$ cat config.mk
export PLATFORM = sky130hd
export DESIGN_NAME = mode_status_tx_flat
export DESIGN_NICKNAME = d
export VERILOG_FILES = /design/src/rtl/mode_status_tx_if.sv /design/src/rtl/mode_status_tx.sv /design/src/flat_wrapper.sv
export SDC_FILE = /design/constraint.sdc
export NUM_CORES = 1
export LEC_CHECK = 0
export ABC_AREA = 1
export CORE_ASPECT_RATIO = 2
export CORE_MARGIN = 1.5
export CORE_UTILIZATION = 30
export DETAILED_ROUTE_END_ITERATION = 8
export SLEW_MARGIN = 10
export SYNTH_ARGS = -nofsm -noshare
export SYNTH_HDL_FRONTEND = slang
export SYNTH_SLANG_ARGS = --single-unit
export TNS_END_PERCENT = 10
$ cat constraint.sdc
create_clock -name clk -period 2 [get_ports clk]
set_input_delay 0.5 -clock clk [delete_from_list [all_inputs] [get_ports clk]]
set_output_delay 0.5 -clock clk [all_outputs]
set_load 0.02 [all_outputs]
$ cat src/rtl/mode_status_tx_if.sv
// Signal bundle between the mode source (mode_select side) and the status transmitter.
// The transmitter uses the slave modport; the mode source side uses master.
interface mode_status_tx_if;
    logic manual_on;
    logic auto_on;
    logic tx_serial;
    logic tx_busy;
    logic tx_done;

    modport master (
        output manual_on, auto_on,
        input  tx_serial, tx_busy, tx_done
    );

    modport slave (
        input  manual_on, auto_on,
        output tx_serial, tx_busy, tx_done
    );
endinterface

$ cat src/rtl/mode_status_tx.sv
// Reports the current drive mode back to the Arduino as 8N1 UART frames.
// A frame goes out on every status change, once after reset, and on an optional heartbeat.
//
// state   | meaning
// S_IDLE  | line high, launch a frame when pending is set
// S_START | start bit (line low)
// S_DATA  | eight data bits, LSB first
// S_STOP  | stop bit (line high)
module mode_status_tx #(
    parameter int unsigned CLKS_PER_BIT     = 434,
    parameter int unsigned HEARTBEAT_CYCLES = 50_000_000
) (
    input  logic            clk,
    input  logic            reset,
    mode_status_tx_if.slave bus
);
    localparam int unsigned     BT_W    = $clog2(CLKS_PER_BIT);
    localparam int unsigned     HB_W    = (HEARTBEAT_CYCLES > 1) ? $clog2(HEARTBEAT_CYCLES) : 1;
    localparam logic [BT_W-1:0] BT_LAST = BT_W'(CLKS_PER_BIT - 1);
    localparam logic [HB_W-1:0] HB_LAST = HB_W'(HEARTBEAT_CYCLES - 1);

    typedef enum logic [1:0] {S_IDLE, S_START, S_DATA, S_STOP} state_t;

    state_t          state_q, state_d;
    logic [BT_W-1:0] bit_tmr_q, bit_tmr_d;
    logic [2:0]      bit_idx_q, bit_idx_d;
    logic [7:0]      shift_q, shift_d;
    logic [7:0]      code_q;
    logic [HB_W-1:0] hb_q, hb_d;
    logic            pending_q, pending_d;
    logic            tx_serial_q, tx_serial_d;
    logic            tx_busy_q, tx_busy_d;
    logic            tx_done_q, tx_done_d;

    logic [7:0]      status_code;
    logic            change;
    logic            hb_wrap;
    logic            bit_end;

    // Same byte values the Arduino uses to command the mode.
    always_comb begin
        case ({bus.manual_on, bus.auto_on})
            2'b10:   status_code = 8'h00;
            2'b01:   status_code = 8'hFF;
            2'b00:   status_code = 8'hA5;
            default: status_code = 8'h3C;
        endcase
    end

    assign change  = (status_code != code_q);
    assign hb_wrap = (HEARTBEAT_CYCLES != 0) && (hb_q == HB_LAST);
    assign bit_end = (bit_tmr_q == BT_LAST);
    assign hb_d    = ((HEARTBEAT_CYCLES == 0) || hb_wrap) ? '0 : hb_q + 1'b1;

    always_comb begin
        state_d     = state_q;
        bit_tmr_d   = bit_tmr_q;
        bit_idx_d   = bit_idx_q;
        shift_d     = shift_q;
        pending_d   = pending_q;
        tx_done_d   = 1'b0;
        tx_serial_d = 1'b1;

        if (change || hb_wrap) begin
            pending_d = 1'b1;
        end

        case (state_q)
            S_IDLE: begin
                // Launch clears pending even if a change lands now: the byte latched is already current.
                if (pending_q) begin
                    shift_d   = status_code;
                    pending_d = 1'b0;
                    bit_tmr_d = '0;
                    state_d   = S_START;
                end
            end
            S_START: begin
                if (bit_end) begin
                    bit_tmr_d = '0;
                    bit_idx_d = 3'd0;
                    state_d   = S_DATA;
                end else begin
                    bit_tmr_d = bit_tmr_q + 1'b1;
                end
            end
            S_DATA: begin
                if (bit_end) begin
                    bit_tmr_d = '0;
                    if (bit_idx_q == 3'd7) begin
                        state_d = S_STOP;
                    end else begin
                        bit_idx_d = bit_idx_q + 1'b1;
                    end
                end else begin
                    bit_tmr_d = bit_tmr_q + 1'b1;
                end
            end
            S_STOP: begin
                if (bit_end) begin
                    bit_tmr_d = '0;
                    tx_done_d = 1'b1;
                    state_d   = S_IDLE;
                end else begin
                    bit_tmr_d = bit_tmr_q + 1'b1;
                end
            end
            default: state_d = S_IDLE;
        endcase

        // Line and busy are registered from the next state so they stay glitch-free.
        case (state_d)
            S_START: tx_serial_d = 1'b0;
            S_DATA:  tx_serial_d = shift_d[bit_idx_d];
            default: tx_serial_d = 1'b1;
        endcase
        tx_busy_d = (state_d != S_IDLE);
    end

    always_ff @(posedge clk) begin
        if (reset) begin
            state_q     <= S_IDLE;
            bit_tmr_q   <= '0;
            bit_idx_q   <= 3'd0;
            shift_q     <= 8'h00;
            code_q      <= 8'hA5;
            hb_q        <= '0;
            pending_q   <= 1'b1;
            tx_serial_q <= 1'b1;
            tx_busy_q   <= 1'b0;
            tx_done_q   <= 1'b0;
        end else begin
            state_q     <= state_d;
            bit_tmr_q   <= bit_tmr_d;
            bit_idx_q   <= bit_idx_d;
            shift_q     <= shift_d;
            code_q      <= status_code;
            hb_q        <= hb_d;
            pending_q   <= pending_d;
            tx_serial_q <= tx_serial_d;
            tx_busy_q   <= tx_busy_d;
            tx_done_q   <= tx_done_d;
        end
    end

    assign bus.tx_serial = tx_serial_q;
    assign bus.tx_busy   = tx_busy_q;
    assign bus.tx_done   = tx_done_q;
endmodule

$ cat src/flat_wrapper.sv
// flat-port wrapper written by rule: the top's interface ports become plain ports
module mode_status_tx_flat 
#(
    parameter int unsigned CLKS_PER_BIT     = 434,
    parameter int unsigned HEARTBEAT_CYCLES = 50_000_000
)
  (clk, reset, bus_manual_on, bus_auto_on, bus_tx_serial, bus_tx_busy, bus_tx_done);
  mode_status_tx_if bus_i ();
  input  logic clk;
  input  logic reset;
  input wire logic [$bits(bus_i.manual_on)-1:0] bus_manual_on;
  input wire logic [$bits(bus_i.auto_on)-1:0] bus_auto_on;
  output wire logic [$bits(bus_i.tx_serial)-1:0] bus_tx_serial;
  output wire logic [$bits(bus_i.tx_busy)-1:0] bus_tx_busy;
  output wire logic [$bits(bus_i.tx_done)-1:0] bus_tx_done;
  assign bus_i.manual_on = bus_manual_on;
  assign bus_i.auto_on = bus_auto_on;
  assign bus_tx_serial = bus_i.tx_serial;
  assign bus_tx_busy = bus_i.tx_busy;
  assign bus_tx_done = bus_i.tx_done;
  mode_status_tx #(.CLKS_PER_BIT(CLKS_PER_BIT), .HEARTBEAT_CYCLES(HEARTBEAT_CYCLES)) u_core (.clk(clk), .reset(reset), .bus(bus_i));
endmodule
==> results of run 1 <==
==> repair_timing <==
action / 4_1_cts / 5_1_grt
endpoints found under the setup margin: 0 / 25
resized for setup: 0 / 7
setup buffers: 0 / 3
==> synth_stat cells <==
| library cell | n |
|---|---|
| sky130_fd_sc_hd__xnor2_1 | 3 |
| sky130_fd_sc_hd__a31o_2 | 1 |
| sky130_fd_sc_hd__nand2_2 | 9 |
| sky130_fd_sc_hd__xor2_1 | 7 |
| sky130_fd_sc_hd__o21ai_0 | 8 |
| sky130_fd_sc_hd__ha_1 | 8 |
| sky130_fd_sc_hd__o21ai_1 | 1 |
| sky130_fd_sc_hd__a31oi_1 | 1 |
| sky130_fd_sc_hd__o31ai_1 | 2 |
| sky130_fd_sc_hd__dfxtp_1 | 56 |
| sky130_fd_sc_hd__nor4_2 | 2 |
| sky130_fd_sc_hd__a221oi_1 | 1 |
| sky130_fd_sc_hd__a22oi_1 | 1 |
| sky130_fd_sc_hd__nor3b_1 | 2 |
| sky130_fd_sc_hd__o21a_1 | 2 |
| sky130_fd_sc_hd__nor2_2 | 4 |
| sky130_fd_sc_hd__inv_2 | 7 |
| sky130_fd_sc_hd__nor2_1 | 44 |
| sky130_fd_sc_hd__nor3_2 | 4 |
| sky130_fd_sc_hd__clkbuf_1 | 4 |
| sky130_fd_sc_hd__or2_2 | 6 |
| sky130_fd_sc_hd__nand4_1 | 12 |
| sky130_fd_sc_hd__nand2_1 | 81 |
| sky130_fd_sc_hd__or2_1 | 1 |
| sky130_fd_sc_hd__nand3_1 | 20 |
| sky130_fd_sc_hd__a21oi_1 | 25 |
| sky130_fd_sc_hd__nand4_4 | 1 |
| sky130_fd_sc_hd__buf_2 | 1 |
| sky130_fd_sc_hd__a211oi_1 | 2 |
| sky130_fd_sc_hd__nor3_1 | 9 |
| sky130_fd_sc_hd__nor2_4 | 5 |
| sky130_fd_sc_hd__nand4_2 | 3 |
| sky130_fd_sc_hd__o22ai_1 | 1 |
| sky130_fd_sc_hd__nand3_2 | 4 |
| sky130_fd_sc_hd__buf_4 | 1 |
| sky130_fd_sc_hd__inv_1 | 57 |
| sky130_fd_sc_hd__nor4_1 | 2 |
| sky130_fd_sc_hd__or3_1 | 1 |
==> registers in the layout (all words and copies together), names as in the netlist <==
signal and cells:
u_core.bus.tx_busy 1, u_core.bus.tx_serial 1, u_core.shift_q 8, u_core.state_q 2, u_core.hb_q 26, u_core.pending_q 1, u_core.bit_tmr_q 9, u_core.bus.tx_done 1
u_core.code_q 4, u_core.bit_idx_q 3
==> layer usage <==
layer | wire (um) | GRT usage [%] | vias to the layer above
met5 | 0 | 0 | -
met3 | 102 | 2.34 | 19
li1 | - | - | 1322
met2 | 3510 | 25.9 | 26
met4 | 244 | 8.34 | 0
met1 | 2410 | 11.8 | 1200
==> worst reg2reg max path: cells and delay by family, from the launching register on <==
family / cells / cell delay [ns]
buf+inv: 1 / 0.04
flops: 1 / 0.40
fa+ha+maj: 1 / 0.25
simple gates: 10 / 0.81
compound gates: 1 / 0.31
==> logic make-up (layout without fill, tap and decap cells) <==
logic type	after synthesis	after routing	share of synthesized area (%)
xor gates and xnor gates	10	10	3.02
DFF	56	56	38.7
AOI/OAI and AO/OA	45	45	8.72
adders and majority gates	8	8	3.45
buffers and inverters	70	96	9.24
and+or+nand+nor	210	210	36.9
==> power breakdown <==
| group | internal, mW | total (mW) | switching [mW] |
|---|---|---|---|
| combinational | 0.167 | 0.443 | 0.277 |
| sequential | 1.18 | 1.21 | 0.0301 |
| clock | 0.475 | 0.914 | 0.440 |
| total | 1.82 | 2.56 | 0.746 |
==> metrics by stage <==
step / std cells / instance area [um2] / hold slack [ns] / setup WS, ns
after global routing: 529 / 3370 / 0.469 / -0.0340
after global placement: 518 / 3170 / 0.429 / 0.0629
final: 529 / 3370 / 0.450 / 0.142
after CTS: 526 / 3320 / 0.458 / 0.0523
after detailed placement: 518 / 3170 / 0.439 / 0.0225
after floorplan: 399 / 2900 / 0.418 / 0.383
==> worst paths after layout <==
path	to	startpoint	cells past startpoint	slack (ns)
max	u_core.bus.tx_serial	u_core.bit_idx_q[0]	13	0.14
min	u_core.hb_q[0]	u_core.hb_q[0]	1	0.45
min reg2reg	u_core.hb_q[0]	u_core.hb_q[0]	1	0.45
max reg2reg	u_core.bus.tx_serial	u_core.bit_idx_q[0]	13	0.14
==> area by class of cell <==
| class | count | area [um2] | area share, % |
|---|---|---|---|
| clock buffers | 5 | 125 | 3.71 |
| multi-input cells | 273 | 1540 | 45.5 |
| inverters | 64 | 240 | 7.12 |
| repair buffers | 24 | 195 | 5.79 |
| flip-flops and latches | 56 | 1120 | 33.2 |
| well taps | 104 | 130 | 3.86 |
| clock inverters | 3 | 25.0 | 0.742 |
==> metrics, run 1 <==
maximum number of pins on one net before global-route repair 24; Fin. Hold Viols 0; worst setup path class flip-flop to flip-flop; number of synthesized register bits 56; proportion of netlist area held by the largest area contributor 38.7%; global-route wire length before repair 10.8 mm; CTS Root Buffer Type sky130_fd_sc_hd__clkbuf_16; hold-fix buffers at CTS 0; number of detailed-routing iterations run before antenna repair 4; unrepaired setup endpoints after global routing true; Crit path largest cell delay 0.40 ns; initial core utilization between 30% and 40%; worst hold path type flip-flop to flip-flop; Net Count, Synth 411; post-synth cell types 38; Final Slew Violations 0; Peak Freq 538 MHz; antenna violations before repair 0; Post-Synthesis Cell Area 2900 um2; max-cap violation count 0; number of vias in the routed layout 2567; most frequent cell on the critical path sky130_fd_sc_hd__nand2_1; antenna-violating nets left 0; leakage 1.42 nW; min Tclk post-route between 1.5 and 2 ns; weighted congestion reported at the end of routability-driven placement 0.833; post-synthesis area per instance between 7 and 8 um2; chip width 72.5 um; kind of end point of the critical path flip-flop; routed wire length about 6.3 mm; layout filler cell count 1019; Core Util, Final 35.9%; worst ir drop on vdd approximately 0.36 mV; CTS tree built; num ports 7; leading cell type in the layout, fill and taps excluded sky130_fd_sc_hd__nand2_1; crit path cell chain ha_1 > nand2_1 > nand2_1 > nand2_1 > nand3_1 > nand3_1 > o21ai_0 > nand3_1 > nand2_1 > nand2_1 > nand3_1 > nand2_1 > inv_1; via-per-instance ratio approximately 4.9; run status finished clean; maximum fanout encountered on the critical timing path 4; element type at the critical path start flip-flop; H-tree Lvls 2; DIE HEIGHT 142 um; Yosys Warn Count 0; number of buffers added on ports 6; data arrival time at the worst-slack endpoint ~2.1 ns; DRC 0; total routing resource utilization after global routing a little over an eighth; required arrival time at the worst endpoint 2.25 ns; final setup violation count 0; Diodes inserted 0; number of design-rule violations left by the first detailed-router iteration roughly 110; Detail Placement HPWL 4.82 mm; number of nets in the layout 436; kind of cell adding the most delay to the critical path simple AND/OR/NAND/NOR gates; Max transition margin between 70% and 80%; die area 10300 um2; number of buffers and inverters on the critical path 1; per-cell routed wire length between 10 and 15 um; part of the cycle the worst path needs 92.9%; number of global-route vias before repair between 2000 and 3000; layout cells sized above 1 between 10% and 20%; clock latency at the later pin of the worst-skew pair 0.30 ns; number of clock sinks seen by CTS 56; Gate Count Post-Synth between 300 and 400; area delta synth->final 16.4%; transition time at the pin with the least slew margin ~0.34 ns; total clock buffers created by CTS 5; commonest cells after routing, fill and taps aside 81 x sky130_fd_sc_hd__nand2_1, 57 x sky130_fd_sc_hd__inv_1, 56 x sky130_fd_sc_hd__dfxtp_1, 44 x sky130_fd_sc_hd__nor2_1, 25 x sky130_fd_sc_hd__a21oi_1; Max Buffers Root-to-Sink 2; part of the Yosys area used for sequential elements 38.7%; Std-Cell Rows 50; Max stage delay cell, worst path sky130_fd_sc_hd__dfxtp_1; top cell type by total area after synthesis sky130_fd_sc_hd__dfxtp_1; placeable core region 9380 um2; overflow left after global routing 0; P per Cell Area 761 nW/um2; top area cells in the synthesized netlist sky130_fd_sc_hd__dfxtp_1 39%, sky130_fd_sc_hd__nand2_1 10%, sky130_fd_sc_hd__inv_1 7.4%; clock transition at the registers of the reported paths 0.07 ns; Clock Skews roughly 0.0075 ns; setup TNS 0 ns; total power after layout 2.56 mW
Power figures use the tool's default switching activity.
==> run 2, diff against run 1 <==
- CTS_BUF_LIST: not set -> sky130_fd_sc_hd__clkbuf_4 sky130_fd_sc_hd__clkbuf_8
==> run 2 against run 1 <==
Net effect: global-route usage grew 0.058 points; worst setup slack lost 0.0042 ns; clock power shrank 26%; count of clock-buffer cells in the layout is the same; worst hold slack lost 0.030 ns; clock skew is essentially flat; via count is 0.23% higher; largest cell class unchanged; largest power group unchanged.
==> metrics, run 2 (same netlist as run 1, synthesis figures left out) <==
run status finished clean (unchanged); max-cap violation count 0 (unchanged); Final Slew Violations 0 (unchanged); layout filler cell count 1018 (was 1019); maximum fanout encountered on the critical timing path 4 (unchanged); register with the highest flop count u_core.hb_q (unchanged); data arrival time at the worst-slack endpoint 2.15 ns (was 2.11 ns); via-per-instance ratio 4.86 (was 4.85); H-tree Lvls 2 (unchanged); unrepaired setup endpoints after global routing true (unchanged); Peak Freq 537 MHz (was 538 MHz); chip width 72.5 um (unchanged); area delta synth->final 14.4% (was 16.4%); clock latency at the later pin of the worst-skew pair 0.33 ns (was 0.30 ns); total power after layout 2.33 mW (was 2.56 mW); CTS tree built (unchanged); Crit path largest cell delay 0.41 ns (was 0.40 ns); kind of end point of the critical path flip-flop (unchanged); number of clock sinks seen by CTS 56 (unchanged); antenna violations before repair 0 (unchanged); worst setup slack after placement 0.0225 ns (unchanged); required arrival time at the worst endpoint 2.28 ns (was 2.25 ns); min Tclk post-route 1.86 ns (about the same); DRC 0 (unchanged); crit path cell chain ha_1 > nand2_1 > nand2_1 > nand2_1 > nand3_1 > nand3_1 > o21ai_0 > nand3_1 > nand2_1 > nand2_1 > nand3_1 > nand2_1 > inv_1 (unchanged); initial core utilization 30.9% (unchanged); routed wire length 6.27 mm (unchanged); clock transition at the registers of the reported paths 0.11 ns (was 0.07 ns); placed cells 518 (unchanged); worst setup path class flip-flop to flip-flop (unchanged); post-route worst setup slack 0.138 ns (was 0.142 ns); P per Cell Area 702 nW/um2 (was 761 nW/um2); number of buffers added on ports 6 (unchanged); global-route wire length before repair 10.7 mm (was 10.8 mm); worst hold path type flip-flop to flip-flop (unchanged); most frequent cell on the critical path sky130_fd_sc_hd__nand2_1 (unchanged); Core Util, Final 35.3% (was 35.9%); Fin. Hold Viols 0 (unchanged); num ports 7 (unchanged); die area 10300 um2 (unchanged); final setup violation count 0 (unchanged); overflow left after global routing 0 (unchanged); number of vias in the routed layout 2573 (was 2567); total clock buffers created by CTS 5 (unchanged); hold-fix buffers at CTS 0 (unchanged); DIE HEIGHT 142 um (unchanged); number of detailed-routing iterations run before antenna repair 4 (unchanged); Max transition margin 77.3% (about the same); Cell Count, Final, Fillers Out 529 (unchanged); leading cell type in the layout, fill and taps excluded sky130_fd_sc_hd__nand2_1 (unchanged); leakage 1.39 nW (was 1.42 nW); number of nets in the layout 436 (unchanged); number of global-route vias before repair 2567 (was 2560); number of design-rule violations left by the first detailed-router iteration 116 (was 109); element type at the critical path start flip-flop (unchanged); transition time at the pin with the least slew margin 0.337 ns (about the same); number of flip-flops under the largest register name 26 (unchanged); per-cell routed wire length 11.8 um (unchanged); Max Buffers Root-to-Sink 2 (unchanged); commonest cells after routing, fill and taps aside 81 x sky130_fd_sc_hd__nand2_1, 57 x sky130_fd_sc_hd__inv_1, 55 x sky130_fd_sc_hd__dfxtp_1, 44 x sky130_fd_sc_hd__nor2_1, 25 x sky130_fd_sc_hd__a21oi_1 (was 81 x sky130_fd_sc_hd__nand2_1, 57 x sky130_fd_sc_hd__inv_1, 56 x sky130_fd_sc_hd__dfxtp_1, 44 x sky130_fd_sc_hd__nor2_1, 25 x sky130_fd_sc_hd__a21oi_1); Std-Cell Rows 50 (unchanged); worst ir drop on vdd 0.282 mV (was 0.356 mV); Clock Skews 0.00751 ns (was 0.00752 ns); part of the cycle the worst path needs 93.1% (was 92.9%); maximum number of pins on one net before global-route repair 24 (unchanged); total routing resource utilization after global routing 13.3% (was 13.2%); layout cells sized above 1 17.6% (was 17.4%); Regs by FF count u_core.hb_q x26, u_core.bit_tmr_q x9, u_core.shift_q x8 (unchanged); Diodes inserted 0 (unchanged); Register-to-Register Setup Slack 0.14 ns (about the same); Detail Placement HPWL 4.82 mm (unchanged); antenna-violating nets left 0 (unchanged); weighted congestion reported at the end of routability-driven placement 0.833 (unchanged); placeable core region 9380 um2 (unchanged); CTS Root Buffer Type sky130_fd_sc_hd__clkbuf_8 (was sky130_fd_sc_hd__clkbuf_16); Max stage delay cell, worst path sky130_fd_sc_hd__dfxtp_1 (unchanged)
==> run 2: cell types whose count changed in the layout (fill, tap and decap cells not counted) <==
cell,previous run,this run
sky130_fd_sc_hd__clkbuf_16,5,0
sky130_fd_sc_hd__clkbuf_8,0,5
sky130_fd_sc_hd__buf_4,18,17
sky130_fd_sc_hd__clkbuf_2,0,1
sky130_fd_sc_hd__dfxtp_1,56,55
sky130_fd_sc_hd__dfxtp_2,0,1
==> run 2: what timing repair did <==
action	4_1_cts	5_1_grt
hold endpoints to repair	0	0
setup buffers	0	3
setup endpoints to repair	0	25
gates resized for setup	0	6
==> run 2: metal layers <==
layer	wire, um	global-route usage, %	vias up
li1	-	-	1319
met1	2380	11.6	1205
met2	3550	26.2	32
met3	118	2.55	17
met4	220	8.34	0
met5	0	0	-
==> run 2: path summary, 6_finish.rpt <==
check                      startpoint                   end  cells past startpoint
hold / removal         u_core.hb_q[0]        u_core.hb_q[0]                      1
setup / recovery  u_core.bit_idx_q[0]  u_core.bus.tx_serial                     13
setup reg to reg  u_core.bit_idx_q[0]  u_core.bus.tx_serial                     13
hold reg to reg        u_core.hb_q[0]        u_core.hb_q[0]                      1
==> run 2: cell type report <==
type	instances	area, um2	share of cell area (%)
timing repair buffer	24	193	5.81
inverter	64	240	7.25
sequential	56	1120	33.9
multi-input combinational	273	1540	46.3
tap	104	130	3.93
clock buffer	5	68.8	2.08
clock inverter	3	25.0	0.755
==> run 2: critical path, delay by kind of cell (launching register included) <==
kind / cells / cell delay (ns)
buffers and inverters: 1 / 0.04
and+or+nand+nor: 10 / 0.81
DFF: 1 / 0.41
AOI/OAI and AO/OA: 1 / 0.31
adders and majority gates: 1 / 0.25
==> run 2: stage by stage <==
| step | cell area [um2] | setup TNS [ns] | hold WS (ns) |
|---|---|---|---|
| after global routing | 3310 | -0.0193 | 0.437 |
| after detailed placement | 3170 | 0 | 0.439 |
| final | 3310 | 0 | 0.420 |
| after floorplan | 2900 | 0 | 0.418 |
| after global placement | 3170 | 0 | 0.429 |
| after CTS | 3270 | 0 | 0.464 |
==> run 2: where the power goes <==
| part | switching [mW] | internal, mW | leakage [nW] | total (mW) |
|---|---|---|---|---|
| logic | 0.277 | 0.166 | 0.892 | 0.443 |
| registers | 0.0301 | 1.18 | 0.456 | 1.21 |
| clock network | 0.419 | 0.257 | 0.0452 | 0.676 |
==> RTL edit 1, RTL diff (config.mk and constraints of run 2) <==
`CLKS_PER_BIT` is set to 434 in 2 places; all go to 217.
--- a/src/rtl/mode_status_tx.sv
+++ b/src/rtl/mode_status_tx.sv
@@ -9,3 +9,3 @@
 module mode_status_tx #(
-    parameter int unsigned CLKS_PER_BIT     = 434,
+    parameter int unsigned CLKS_PER_BIT     = 217,
     parameter int unsigned HEARTBEAT_CYCLES = 50_000_000
--- a/src/flat_wrapper.sv
+++ b/src/flat_wrapper.sv
@@ -3,3 +3,3 @@
 #(
-    parameter int unsigned CLKS_PER_BIT     = 434,
+    parameter int unsigned CLKS_PER_BIT     = 217,
     parameter int unsigned HEARTBEAT_CYCLES = 50_000_000
Behaviour: same outputs for any inputs over 10 cycles, from zero or initial values and one cycle with reset high; that may be too few to reach the edited logic, so the function may still have changed.
==> RTL edit 1 against run 2 <==
  * Routed wire length increased by 9.9%
  * Total power decreased by 0.86%
  * Worst setup slack got worse by 0.0078 ns
  * Synthesized area decreased by 2.8%
  * Global-route usage increased by 1.3 points
  * Design area decreased by 1.0%
  * Sequential cell count decreased by 1
  * Critical path type unchanged
  * Critical endpoint is now u_core.hb_q[21]
  * Largest cell class unchanged
  * Largest power group unchanged
  * Highest routed layer unchanged
==> RTL edit 1: results (changes against run 2) <==
- Max IR drop VDD: 0.426 mV (+51%)
- Synth Area in XOR/XNOR: 0.0187 (-0.0116)
- WL met2: 4.01 mm (+13%)
- Global Route Usage Sum: 0.146 (+0.0127)
- Leakage: 1.37 nW (-1.6%)
- Register area share after synthesis: 0.391 (+0.00389)
- M3 GR Usage: 0.0230 (-0.00247)
- Placed cells: 528 (+1.9%)
- Status: completed
- Adder-cell share of the synthesized area: 0.0355 (+0.000982)
- Clock-cell share: 0.0267 (-0.00162)
- Crit path from: u_core.hb_q[0]
- Routability Congestion: 0.918 (+10%)
- Yosys cell types: 39 (+2.6%)
- TritonRoute pass-1 iters: 7 (+3)
- Hold Path Sink: u_core.bit_tmr_q[4]
- Final non-filler cell total: 538 (+1.7%)
- Worst R2R Start: u_core.hb_q[0]
- Multi-input combinational cell count: 287 (+5.1%)
- Vias in the first global route: 2,735 (+6.5%)
- Largest net degree at the start of global routing: 21 (-13%)
- First-pass GRT wire length: 11.8 mm (+9.8%)
- Layout Nets: 448 (+2.8%)
- Post-DR wirelength/cell: 12.8 µm (+8.1%)
- Non-clk buf share: 0.0641 (+0.00594)
- Clk_skew: 0.0108 ns (+0.00330 ns)
- Mean number of vias per cell: 4.97 (+2.1%)
- Plain + repair buffers: 26 (+8.3%)
==> RTL edit 1: changes by cell type after synthesis, moves of 4 or more <==
cell | run 2 | this run
nand2_1 | 81 | 96
nand2_2 | 9 | 1
nand3_1 | 20 | 29
nor2_4 | 5 | 1
nor2_1 | 44 | 52
==> RTL edit 1: per-stage QoR <==
step	setup TNS [ns]	area (µm²)	hold WS, ns	worst slack, ns
2_1_floorplan	0	2820	0.450	0.237
3_3_place_gp	0	3100	0.467	0.0928
3_5_place_dp	0	3100	0.475	0.0489
4_1_cts	0	3190	0.489	0.0463
5_1_grt	-0.0379	3280	0.519	-0.0251
6_report	0	3280	0.488	0.130
==> RTL edit 1: power breakdown <==
part           switching (mW)  total (mW)  internal (mW)
clock network           0.362       0.635          0.273
logic                   0.285       0.469          0.184
registers              0.0429        1.20           1.16
total                   0.690        2.31           1.62
==> RTL edit 2, RTL diff (settings of run 2) <==
Without the edit above. Re-encode `state_t` (4 states) as one-hot, 4 bits wide.
--- a/src/rtl/mode_status_tx.sv
+++ b/src/rtl/mode_status_tx.sv
@@ -21,3 +21,3 @@
 
-    typedef enum logic [1:0] {S_IDLE, S_START, S_DATA, S_STOP} state_t;
+    typedef enum logic [3:0] {S_IDLE = 4'b0001, S_START = 4'b0010, S_DATA = 4'b0100, S_STOP = 4'b1000} state_t;
 
Function: no difference found for any inputs over 10 cycles, from zero or initial values and one cycle with reset high; not proved beyond that.
==> RTL edit 2 against run 2 <==
  * Worst hold slack gained 0.052 ns
  * Total power grew 37%
  * Highest routed layer unchanged
  * Design area grew 7.7%
  * Sequential cell count grew 2
  * Worst setup slack gained 0.056 ns
  * Synthesized area grew 6.4%
  * Clock skew is essentially flat
  * Routed wire length grew 15%
==> RTL edit 2: results (changes against run 2) <==
- Fraction of area in registers: 0.325 (-0.0135)
- GR Layer Usage met1: 0.124 (+0.00781)
- CTS H-Tree Depth: 3 (+1)
- Starting DRT DRC Count: 133 (+15%)
- Hold_ws: 0.472 ns (+0.0519 ns)
- Power share of the clock group: 0.382 (+0.091)
- Status: completed
- M3 GR Usage: 0.0297 (+0.00418)
- Vias: 2,797 (+8.7%)
- Register area share after synthesis: 0.376 (-0.0104)
- Vias in the first global route: 2,862 (+11%)
- Inverters: 69 (+7.8%)
- # clk buffers: 11 (+6)
- Post-Place Setup Slack: 0.0302 ns (+0.00767 ns)
- Commonest cells post-synth: nand2_1, dfxtp_1, nor2_1
- Mapped Nets: 452 (+10%)
- Power Sequential: 1.29 mW (+7%)
- DP HPWL: 5.73 mm (+19%)
- Worst Tran Pin Value: 0.421 ns (+0.0845 ns)
- Layout Nets: 471 (+8.0%)
- Crit-path slowest cell: o21ai_0
- Grt met2 use: 0.280 (+0.0187)
- Multi-input combinational cell count: 313 (+15%)
- Leakage: 1.41 nW (+0.99%)
- CP max FO: 6 (+2)
- Plain + repair buffers: 12 (-50%)
- Clk_skew: 0.00772 ns (+0.000209 ns)
- Worst R2R Start: u_core.bit_tmr_q[1]
- Worst-path clk slew: 0.07 ns (-0.04 ns)
- Crit path largest cell delay: 0.39 ns (-0.02 ns)
- Metal3 WL: 141 µm (+19%)
- #FFs+latches synth: 58 (+3.6%)
- R2R Setup Slk: 0.19 ns (+0.06 ns)
- Global Route Usage Sum: 0.145 (+0.0122)
- Layout fillers: 1,088 (+6.9%)
- Reg2reg path depth: 9 (-4)
- Clock-cell share: 0.0624 (+0.0341)
- Post-detailed-routing wire length: 7.22 mm (+15%)
- Yosys cell types: 43 (+13%)
- WL met2: 4.19 mm (+18%)
==> RTL edit 2: changes by cell type after synthesis, moves of 5 or more <==
| cell | delta |
|---|---|
| nor2_1 | +10 |
| inv_2 | +7 |
| nand2_1 | +27 |
| nand2_4 | +6 |
| nand4_1 | -7 |
| or2_2 | -5 |
| nand3_1 | +10 |
| inv_1 | -5 |
==> RTL edit 2: worst max-delay path by stage <==
| stage | cells past startpoint | to | start | slack (ns) |
|---|---|---|---|---|
| after CTS | 1 | bus_tx_done | u_core.bus.tx_done | 0.17 |
| after global routing | 14 | u_core.bus.tx_serial | u_core.bit_tmr_q[1] | 0.004 |
| after global placement | 12 | u_core.bus.tx_serial | bus_manual_on | 0.1 |
| final | 9 | u_core.bus.tx_serial | u_core.bit_tmr_q[1] | 0.19 |
| after floorplan | 8 | u_core.hb_q[10] | u_core.hb_q[0] | 0.46 |
| after detailed placement | 12 | u_core.bus.tx_serial | bus_manual_on | 0.03 |
==> RTL edit 2: metrics by stage <==
stage / instance area (µm²) / power, mW / cells
4_1_cts: 3570 / 3.24 / 603
5_1_grt: 3570 / 3.37 / 603
3_5_place_dp: 3350 / 2.01 / 587
2_1_floorplan: 3080 / 1.81 / 444
3_3_place_gp: 3350 / 2.00 / 587
6_report: 3570 / 3.19 / 603
==> RTL edit 2: kinds of logic (layout without fill, tap and decap cells) <==
family | count (synthesis) | in the layout | share of synthesized area
AO/OA/AOI/OAI | 47 | 47 | 0.0860
XOR/XNOR | 10 | 10 | 0.0284
adder cells (fa/ha/maj) | 4 | 4 | 0.0162
buffers and inverters | 73 | 97 | 0.0921
flip-flops | 58 | 58 | 0.376
AND/OR/NAND/NOR | 252 | 252 | 0.401
